===== config.mk =====
export PLATFORM = sky130hd
export DESIGN_NAME = latrs_bank_ctrl
export DESIGN_NICKNAME = d
export VERILOG_FILES = /design/src/rtl/latrs_bank_ctrl.sv
export SDC_FILE = /design/constraint.sdc
export NUM_CORES = 1
export LEC_CHECK = 0
export CORE_ASPECT_RATIO = 1.4
export CORE_MARGIN = 1.5
export CORE_UTILIZATION = 45
export CTS_CLUSTER_SIZE = 12
export DETAILED_ROUTE_END_ITERATION = 12
export PLACE_DENSITY = 0.75
export REMOVE_ABC_BUFFERS = 1
export SYNTH_ARGS = -nofsm -noshare
export SYNTH_HDL_FRONTEND = slang
export SYNTH_SLANG_ARGS = --single-unit

===== constraint.sdc =====
create_clock -name i_clk -period 2.4 [get_ports i_clk]
set_clock_uncertainty 0.2 [all_clocks]
set_input_delay 0.36 -clock i_clk [delete_from_list [all_inputs] [get_ports i_clk]]
set_output_delay 0.36 -clock i_clk [all_outputs]
set_load 0.01 [all_outputs]

===== src/rtl/latrs_bank_ctrl.sv =====
// -----------------------------------------------------------------------------
// latrs_bank_ctrl
//
// Sequencer for a bank of NBANK transparent latch words that share one D bus.
// Each accepted request drives one word through a setup / strobe / hold
// sequence:
//   - WRITE  : the word's enable is pulsed.
//   - CLEAR  : the word's active-low clear is pulsed.
//   - PRESET : the word's active-low preset is pulsed.
// A request with an illegal opcode, or with a bank index that does not exist,
// is rejected with a one-cycle error pulse.
//
// Every output comes straight from a flop. The next value of each output is
// worked out from the next FSM state, so the outputs change in the same cycle
// that the state does.
//
// Ports
//   i_clk        sole clock, rising edge
//   i_rst        synchronous active-high reset
//   i_req_valid  a request is present
//   o_req_ready  high only in IDLE; a request is accepted on valid & ready
//   i_req_op     00 WRITE, 01 CLEAR, 10 PRESET, 11 illegal
//   i_req_bank   index of the target latch word
//   i_req_data   write data (used by WRITE only)
//   o_lat_d      shared D bus to all latch words
//   o_lat_e      per-word enable, active-high
//   o_lat_rn     per-word clear, active-low
//   o_lat_setn   per-word preset, active-low
//   o_busy       high in every state except IDLE
//   o_done       one-cycle completion pulse (the DONE state)
//   o_err        one-cycle rejection pulse
// -----------------------------------------------------------------------------
module latrs_bank_ctrl #(
    parameter int WIDTH   = 8,
    parameter int NBANK   = 4,   // 1..16
    parameter int T_SETUP = 1,   // 1..15
    parameter int T_PULSE = 2,   // 1..15
    parameter int T_HOLD  = 1    // 1..15
) (
    input  logic             i_clk,
    input  logic             i_rst,
    input  logic             i_req_valid,
    output logic             o_req_ready,
    input  logic [1:0]       i_req_op,
    input  logic [3:0]       i_req_bank,
    input  logic [WIDTH-1:0] i_req_data,
    output logic [WIDTH-1:0] o_lat_d,
    output logic [NBANK-1:0] o_lat_e,
    output logic [NBANK-1:0] o_lat_rn,
    output logic [NBANK-1:0] o_lat_setn,
    output logic             o_busy,
    output logic             o_done,
    output logic             o_err
);

    typedef enum logic [2:0] {
        S_IDLE,
        S_SETUP,
        S_PULSE,
        S_HOLD,
        S_DONE
    } state_e;

    typedef enum logic [1:0] {
        OP_WRITE   = 2'b00,
        OP_CLEAR   = 2'b01,
        OP_PRESET  = 2'b10,
        OP_ILLEGAL = 2'b11
    } op_e;

    // Each phase counter is loaded with (length - 1) when its phase is
    // entered, and counts down to zero.
    localparam logic [3:0] C_SETUP = 4'(T_SETUP - 1);
    localparam logic [3:0] C_PULSE = 4'(T_PULSE - 1);
    localparam logic [3:0] C_HOLD  = 4'(T_HOLD - 1);

    state_e           r_state;
    logic [3:0]       r_cnt;
    op_e              r_op;
    logic [3:0]       r_bank;

    logic             r_req_ready;
    logic             r_busy;
    logic             r_done;
    logic             r_err;
    logic [WIDTH-1:0] r_lat_d;
    logic [NBANK-1:0] r_lat_e;
    logic [NBANK-1:0] r_lat_rn;
    logic [NBANK-1:0] r_lat_setn;

    state_e           w_state_next;
    logic [3:0]       w_cnt_next;
    logic             w_accept;
    logic             w_illegal;
    logic             w_start;
    logic [NBANK-1:0] w_sel;

    assign w_accept  = i_req_valid && r_req_ready;
    assign w_illegal = (i_req_op == OP_ILLEGAL) || (int'(i_req_bank) >= NBANK);
    assign w_start   = w_accept && !w_illegal;

    // One-hot select of the captured bank. A bank index outside the array is
    // rejected before it is captured, so exactly one bit is ever set.
    always_comb begin
        for (int i = 0; i < NBANK; i++) begin
            w_sel[i] = (r_bank == 4'(i));
        end
    end

    // Next-state logic. The phase counter is reloaded on every transition.
    always_comb begin
        // NOTE: give every variable a default before the case statement, so
        // that no path leaves it unassigned and no latch is inferred.
        w_state_next = r_state;
        w_cnt_next   = r_cnt;
        unique case (r_state)
            S_IDLE: begin
                if (w_start) begin
                    w_state_next = S_SETUP;
                    w_cnt_next   = C_SETUP;
                end
            end
            S_SETUP: begin
                if (r_cnt == 4'd0) begin
                    w_state_next = S_PULSE;
                    w_cnt_next   = C_PULSE;
                end else begin
                    w_cnt_next = r_cnt - 4'd1;
                end
            end
            S_PULSE: begin
                if (r_cnt == 4'd0) begin
                    w_state_next = S_HOLD;
                    w_cnt_next   = C_HOLD;
                end else begin
                    w_cnt_next = r_cnt - 4'd1;
                end
            end
            S_HOLD: begin
                if (r_cnt == 4'd0) begin
                    w_state_next = S_DONE;
                    w_cnt_next   = 4'd0;
                end else begin
                    w_cnt_next = r_cnt - 4'd1;
                end
            end
            S_DONE: begin
                w_state_next = S_IDLE;
                w_cnt_next   = 4'd0;
            end
            default: begin
                w_state_next = S_IDLE;
                w_cnt_next   = 4'd0;
            end
        endcase
    end

    // State register and registered outputs.
    always_ff @(posedge i_clk) begin
        // NOTE: sequential state uses non-blocking assignments only, so every
        // flop samples values from before the edge, whatever the order of the
        // statements.
        if (i_rst) begin
            r_state     <= S_IDLE;
            r_cnt       <= 4'd0;
            r_op        <= OP_WRITE;
            r_bank      <= 4'd0;
            r_req_ready <= 1'b1;
            r_busy      <= 1'b0;
            r_done      <= 1'b0;
            r_err       <= 1'b0;
            r_lat_d     <= '0;
            r_lat_e     <= '0;
            r_lat_rn    <= '1;
            r_lat_setn  <= '1;
        end else begin
            r_state     <= w_state_next;
            r_cnt       <= w_cnt_next;
            r_req_ready <= (w_state_next == S_IDLE);
            r_busy      <= (w_state_next != S_IDLE);
            r_done      <= (w_state_next == S_DONE);
            r_err       <= w_accept && w_illegal;

            if (w_start) begin
                r_op   <= op_e'(i_req_op);
                r_bank <= i_req_bank;
                // The D bus takes the write data in the first SETUP cycle and
                // keeps it until the next WRITE.
                if (i_req_op == OP_WRITE) begin
                    r_lat_d <= i_req_data;
                end
            end

            // A strobe is driven only while the next state is PULSE. In every
            // other state all three strobe buses sit at their idle levels.
            // r_op and r_bank are stable here: SETUP is always at least one
            // cycle, so they were captured before PULSE is entered.
            r_lat_e    <= '0;
            r_lat_rn   <= '1;
            r_lat_setn <= '1;
            if (w_state_next == S_PULSE) begin
                unique case (r_op)
                    OP_WRITE:  r_lat_e    <= w_sel;
                    OP_CLEAR:  r_lat_rn   <= ~w_sel;
                    OP_PRESET: r_lat_setn <= ~w_sel;
                    default:   ;
                endcase
            end
        end
    end

    assign o_req_ready = r_req_ready;
    assign o_busy      = r_busy;
    assign o_done      = r_done;
    assign o_err       = r_err;
    assign o_lat_d     = r_lat_d;
    assign o_lat_e     = r_lat_e;
    assign o_lat_rn    = r_lat_rn;
    assign o_lat_setn  = r_lat_setn;

endmodule


# Yosys cells after proc, flatten, opt, wreduce, memory -nomap -nowiden
# Cells that the tools add are included.
[op_classes]
add_sub_neg = 1
order_cmp = 1
n_eq_ne = 12
muxes = 9
n_bitwise = 5
n_reduce_logical = 17
[ops]
columns = ["cell", "count"]
rows = [
  ["2-to-1 mux 3 bit", 4],
  ["2-to-1 mux 4 bit", 3],
  ["one-hot mux 3 bit (4 select lines)", 1],
  ["one-hot mux 4 bit (3 select lines)", 1],
  ["equality test 3 x 2 -> 1 bit, second input constant", 3],
  ["OR reduction 3 bit", 3],
  ["equality test 4 x 2 -> 1 bit, second input constant", 2],
  ["zero test 4 bit", 2],
  ["zero test 3 bit", 2],
  ["equality test 2 bit, second input constant", 2],
  ["equality test 4 x 1 -> 1 bit, second input constant", 1],
  [">= comparator 4 x 3 -> 1 bit, second input constant", 1],
  ["zero test 2 bit", 2],
  ["inverter 1 bit", 4],
  ["inverter 4 bit", 1],
  ["subtractor 4 x 1 -> 4 bit, second input constant", 1],
  ["equality test 3 x 1 -> 1 bit, second input constant", 1],
  ["equality test 3 bit, second input constant", 1],
  ["logical AND 1 bit", 3],
  ["nonzero test 3 bit", 1],
  ["equality test 2 x 1 -> 1 bit, second input constant", 1],
  ["inequality test 2 bit, second input constant", 1],
  ["AND reduction 2 bit", 1],
  ["OR reduction 2 bit", 1],
  ["2 further kinds", 2],
]
[totals]
register_bits = 37
inputBits = 17
wordCells = 57

# Longest topological paths before layout
[logic_depth]
word_depth = 9
ltp_mapped = 7
ltp_nobuf = 6

# Worst setup path after synthesis
# OpenSTA, ideal clock, no wires.
[synth_timing]
path_kind = "input to register"
start = "in i_req_op[1]"
end = "reg r_lat_d[0], in the netlist o_lat_d[0]"
setup_time_ps = 128
arrival_ps = 1435
required_time_ps = 2072
slack_ps = 637
cell_stages = 5
path_buffers = 1
path_cell_list = "a211o_1 or4_1 buf_6 mux2i_1 nor2_1"
[synth_between]
elab_chain_len = 5
elab_cells_between_ends = 6
classes_between = "eq/ne (1); reduce/logical (5)"
[synth_lines]
columns = ["item", "line_no", "rtl"]
rows = [
  ["start, declared", "44", "input logic [1:0] i_req_op,"],
  ["equality test 2 bit", "99", "assign w_illegal = (i_req_op == OP_ILLEGAL) || (int'(i_req_bank) >= NBANK);"],
  ["logical OR 1 bit", "99", ""],
  ["zero test 1 bit", "100", "assign w_start = w_accept && !w_illegal;"],
  ["logical AND 1 bit", "100", ""],
  ["AND reduction 2 bit (no source line) *", "-", ""],
  ["end signal, assigned", "190", "r_lat_d <= i_req_data;"],
  ["end, declared", "86", "logic [WIDTH-1:0] r_lat_d;"],
]
# Mark *: on every way between the ends. The rest lies on a longest branch, timed or not.
# A chain may end at the register's enable or synchronous reset.

# Worst setup path after layout
# Ends and elaborated chain as after synthesis.

==> out/results.md <==
| Step | Quantity | This run |
| --- | --- | --- |
| status | Status | complete, no violations |
| min path | Worst min-delay path category | reg2reg |
| synth | Top cell type by total area after synthesis | dfxtp_1 |
| sta | Relative slew slack | 0.625 |
| flow run | Max-Cap Viols | 0 |
| floorplanning | Number of standard-cell rows in the floorplan | 23 |
| floorplanning | IO Pins | 41 |
| synth | Gate count after technology mapping | 145 |
| clock network | Setup fix buffers added after clock tree synthesis | 0 |
| worst setup path | Worst Path Max Fanout | 8 |
| finish | Number of antenna diodes | 0 |
| route | Vias after detailed routing | 1,179 |
| floorplanning | Starting density of the core | 0.477 |
| clock network | Number of hold-repair buffers added at the cts stage | 0 |
| sta | Worst Tran Pin Value | 0.557 ns |
| floorplanning | Die span in x | 49.7 um |
| finish | Synth-to-Final Area Change | 40.4% |
| sta | Count of final max-slew check failures | 0 |
| worst setup path | Kind of start point of the critical path | primary input |
| placement | DP Wirelength | 2160 um |
| synth | Share of synthesized registers carrying an async set or reset | 0 |
| synth | Count of cell types in the netlist | 30 |
| floorplanning | Core area | 2880 sq um |
| power and ir drop | Peak supply drop | 0.707 mV |
| clock network | Number of clock buffers inserted by TritonCTS | 5 |
| global routing | Global-route wire length before repair | 4790 um |
| global routing | Global route total overflow | 0 |
| power and ir drop | Power per cell area | 848 nW/um^2 |
| clock network | Post-cts resize count | 0 |
| clock network | Root Buffer | clkbuf_8 |
| synth | Most numerous cell in the Yosys netlist | dfxtp_1 |
| synth | Most instantiated flip-flop cell in the synthesis netlist | dfxtp_1 |
| worst setup path | Crit-path max cell delay | 0.46 ns |
| synth | Most frequent cells after synthesis | 37 x dfxtp_1, 18 x nor2_1, 12 x nand2_1, 10 x nand3_1, 8 x mux2i_1 |
| global routing | Via count of the first global-routing pass | 1,156 |
| finish | Non-filler cells in the finished layout | 229 |
| sta | Clock period minus worst slack | 1.98 ns |
| synth | Sequential fraction of the synthesis area | 0.540 |
| synth | Mean area per synthesized cell | 9.47 sq um |
| synth | Area share of the largest cell type after synthesis | 0.540 |
| min path | Worst Hold Path Cells | 2 |
| global routing | Number of antenna violations at the first check in global routing | 0 |
| clock network | Clk pin slew, worst setup/hold paths | 0.07 ns |
| placement | Number of buffers inserted by port buffering | 40 |
| placement | Cells after DPL | 222 |
| synth | Post-synthesis register bit count | 37 |
| route | Via/cell ratio | 5.15 |
| finish | Number of fill cells | 244 |
| global routing | GRT Resource Usage Total | 0.186 |
| power and ir drop | Pwr Total | 1.63 mW |
| worst setup path | Critical Path Slowest Stage Cell | clkdlybuf4s50_1 |
| sta | RSZ-0062 raised after global routing | no |
| synth | Most area-consuming cells after synthesis | dfxtp_1 54%, mux2i_1 5.8%, nor2_1 4.9% |
| synth | Post-Syn Area | 1370 sq um |
| finish | Final net count | 211 |
| power and ir drop | Clock group share of total power | 0.264 |
| power and ir drop | Net switching fraction of the power | 0.306 |
| route | Total Wirelength | 2820 um |
| clock network | Buffer levels on the longest clock path | 2 |
| finish | Fraction of final layout cells sized beyond drive strength 1 | 0.0729 |
| route | Detailed-router iteration count before antenna repair | 4 |
| worst setup path | Levels on crit path | 6 |
| placement | Placer's final routability congestion estimate | 0.843 |
| worst setup path | Required time of the worst setup path | 2.37 ns |
| sta | Final setup violation count | 0 |
| worst setup path | Critical path capture point type | register |
| power and ir drop | Internal Pwr Total | 1.14 mW |
| synth | Total number of yosys warnings | 0 |
| global routing | Largest net degree at the start of global routing | 16 |
| worst setup path | Setup CP Type | in2reg |
| power and ir drop | Net Sw Power | 500 uW |
| power and ir drop | P_leak | 0.792 nW |
| route | Wirelength per Cell | 12.3 um |
| worst setup path | CP cell instances | clkdlybuf4s50_1 > a211o_1 > or4_1 > buf_4 > mux2i_1 > nor2_1 |
| clock network | H-tree Lvls | 2 |
| floorplanning | Die area | 3400 sq um |
| clock network | Number of clock sinks | 37 |
| worst setup path | CP top delay family | buffers and inverters |
| route | Number of routed nets with antenna violations | 0 |
| sta | Final hold viol count | 0 |
| sta | Fin crit share | 0.825 |
| sta | Final-layout worst hold slack | 0.282 ns |
| worst setup path | Number of cells on the worst reg-to-reg path | 7 |
| clock network | Worst-Skew Late Latency | 0.28 ns |
| sta | F_max | 0.505 GHz |
| route | Number of design rule violations left after detail routing | 0 |
| synth | Post-synth EDFFs | 0 |
| worst setup path | Arrival time at the worst endpoint | 1.95 ns |
| power and ir drop | Sequential share of power | 0.461 |
| clock network | Clock tree from TritonCTS | built |
| sta | Setup TNS | 0 ns |
| worst setup path | Buffers & Inverters on Critical Path | 2 |
| power and ir drop | Logic gate share of total power | 0.275 |
| route | Initial DRC Count | 17 |
| finish | Final core utilization | 0.670 |
| floorplanning | Die extent in y | 68.3 um |
[metal layers]
layer / wire [um] / vias up / track usage
met5: 0 / - / 0
met4: 12 / 0 / 0.0625
met3: 159 / 2 / 0.0633
met2: 1440 / 51 / 0.332
met1: 1200 / 529 / 0.207
li1: - / 597 / -
[flip-flops by register name, indices dropped and copies added, names as in the netlist, 2 cells and up]
| register | cells |
|---|---|
| o_lat_d | 8 |
| o_lat_e | 4 |
| o_lat_rn | 4 |
| o_lat_setn | 4 |
| r_bank | 4 |
| r_cnt | 4 |
| r_state | 3 |
| r_op | 2 |
[cells by family after synthesis]
family,after synthesis,synth area share
and+or+nand+nor,66,0.246
DFF,37,0.540
AOI/OAI and AO/OA,20,0.0912
buffers and inverters,10,0.0337
muxes,8,0.0583
xor gates and xnor gates,2,0.0128
adders and majority gates,2,0.0182
[final timing paths]
path,start,end,slack (ns)
worst min-delay path,r_op[1],r_op[1],0.28
worst min register to register,r_op[1],r_op[1],0.28
worst max register to register,r_cnt[0],o_lat_e[2],0.45
worst max-delay path,i_req_op[1],o_lat_d[0],0.42
[cells in the final DEF (no fill, tap or decap), drive strengths merged, types with 4 or more instances in the layout]
cell,count
clkdlybuf4s50,40
a21oi,7
mux2i,8
dfxtp,37
and3b,4
nor3,4
buf,7
nand3,10
nor3b,5
o21ai,4
nand2,12
nor2,18
clkbuf,6
[power by group through the flow]
stage          sequential (mW)  combinational (mW)  clock [mW]
6_report                 0.753               0.450       0.432
5_1_grt                  0.762               0.497       0.475
4_1_cts                  0.750               0.449       0.443
3_5_place_dp             0.763               0.443           0
3_3_place_gp             0.758               0.424           0
2_1_floorplan            0.756               0.281           0
[per-stage QoR]
stage	cell area (sq um)	setup slack, ns
after floorplan	1340	0.524
after global placement	1840	0.175
after detailed placement	1840	0.110
after CTS	1930	0.424
after global routing	1930	0.271
final	1930	0.420
[layout make-up]
| type | instances | area [sq um] | area share |
|---|---|---|---|
| flip-flops and latches | 37 | 741 | 0.384 |
| well taps | 37 | 46.3 | 0.0240 |
| clock buffers | 6 | 82.6 | 0.0429 |
| multi-input cells | 98 | 586 | 0.304 |
| repair buffers | 47 | 453 | 0.235 |
| clock inverters | 1 | 7.51 | 0.00390 |
| inverters | 3 | 11.3 | 0.00584 |
[tightest hold or removal path, stage by stage (launching register included)]
cell and delay, ns:
dfxtp_1 0.33, nand2_1 0.06, a21oi_1 0.05
No activity file was read; power rests on OpenSTA's default activity.
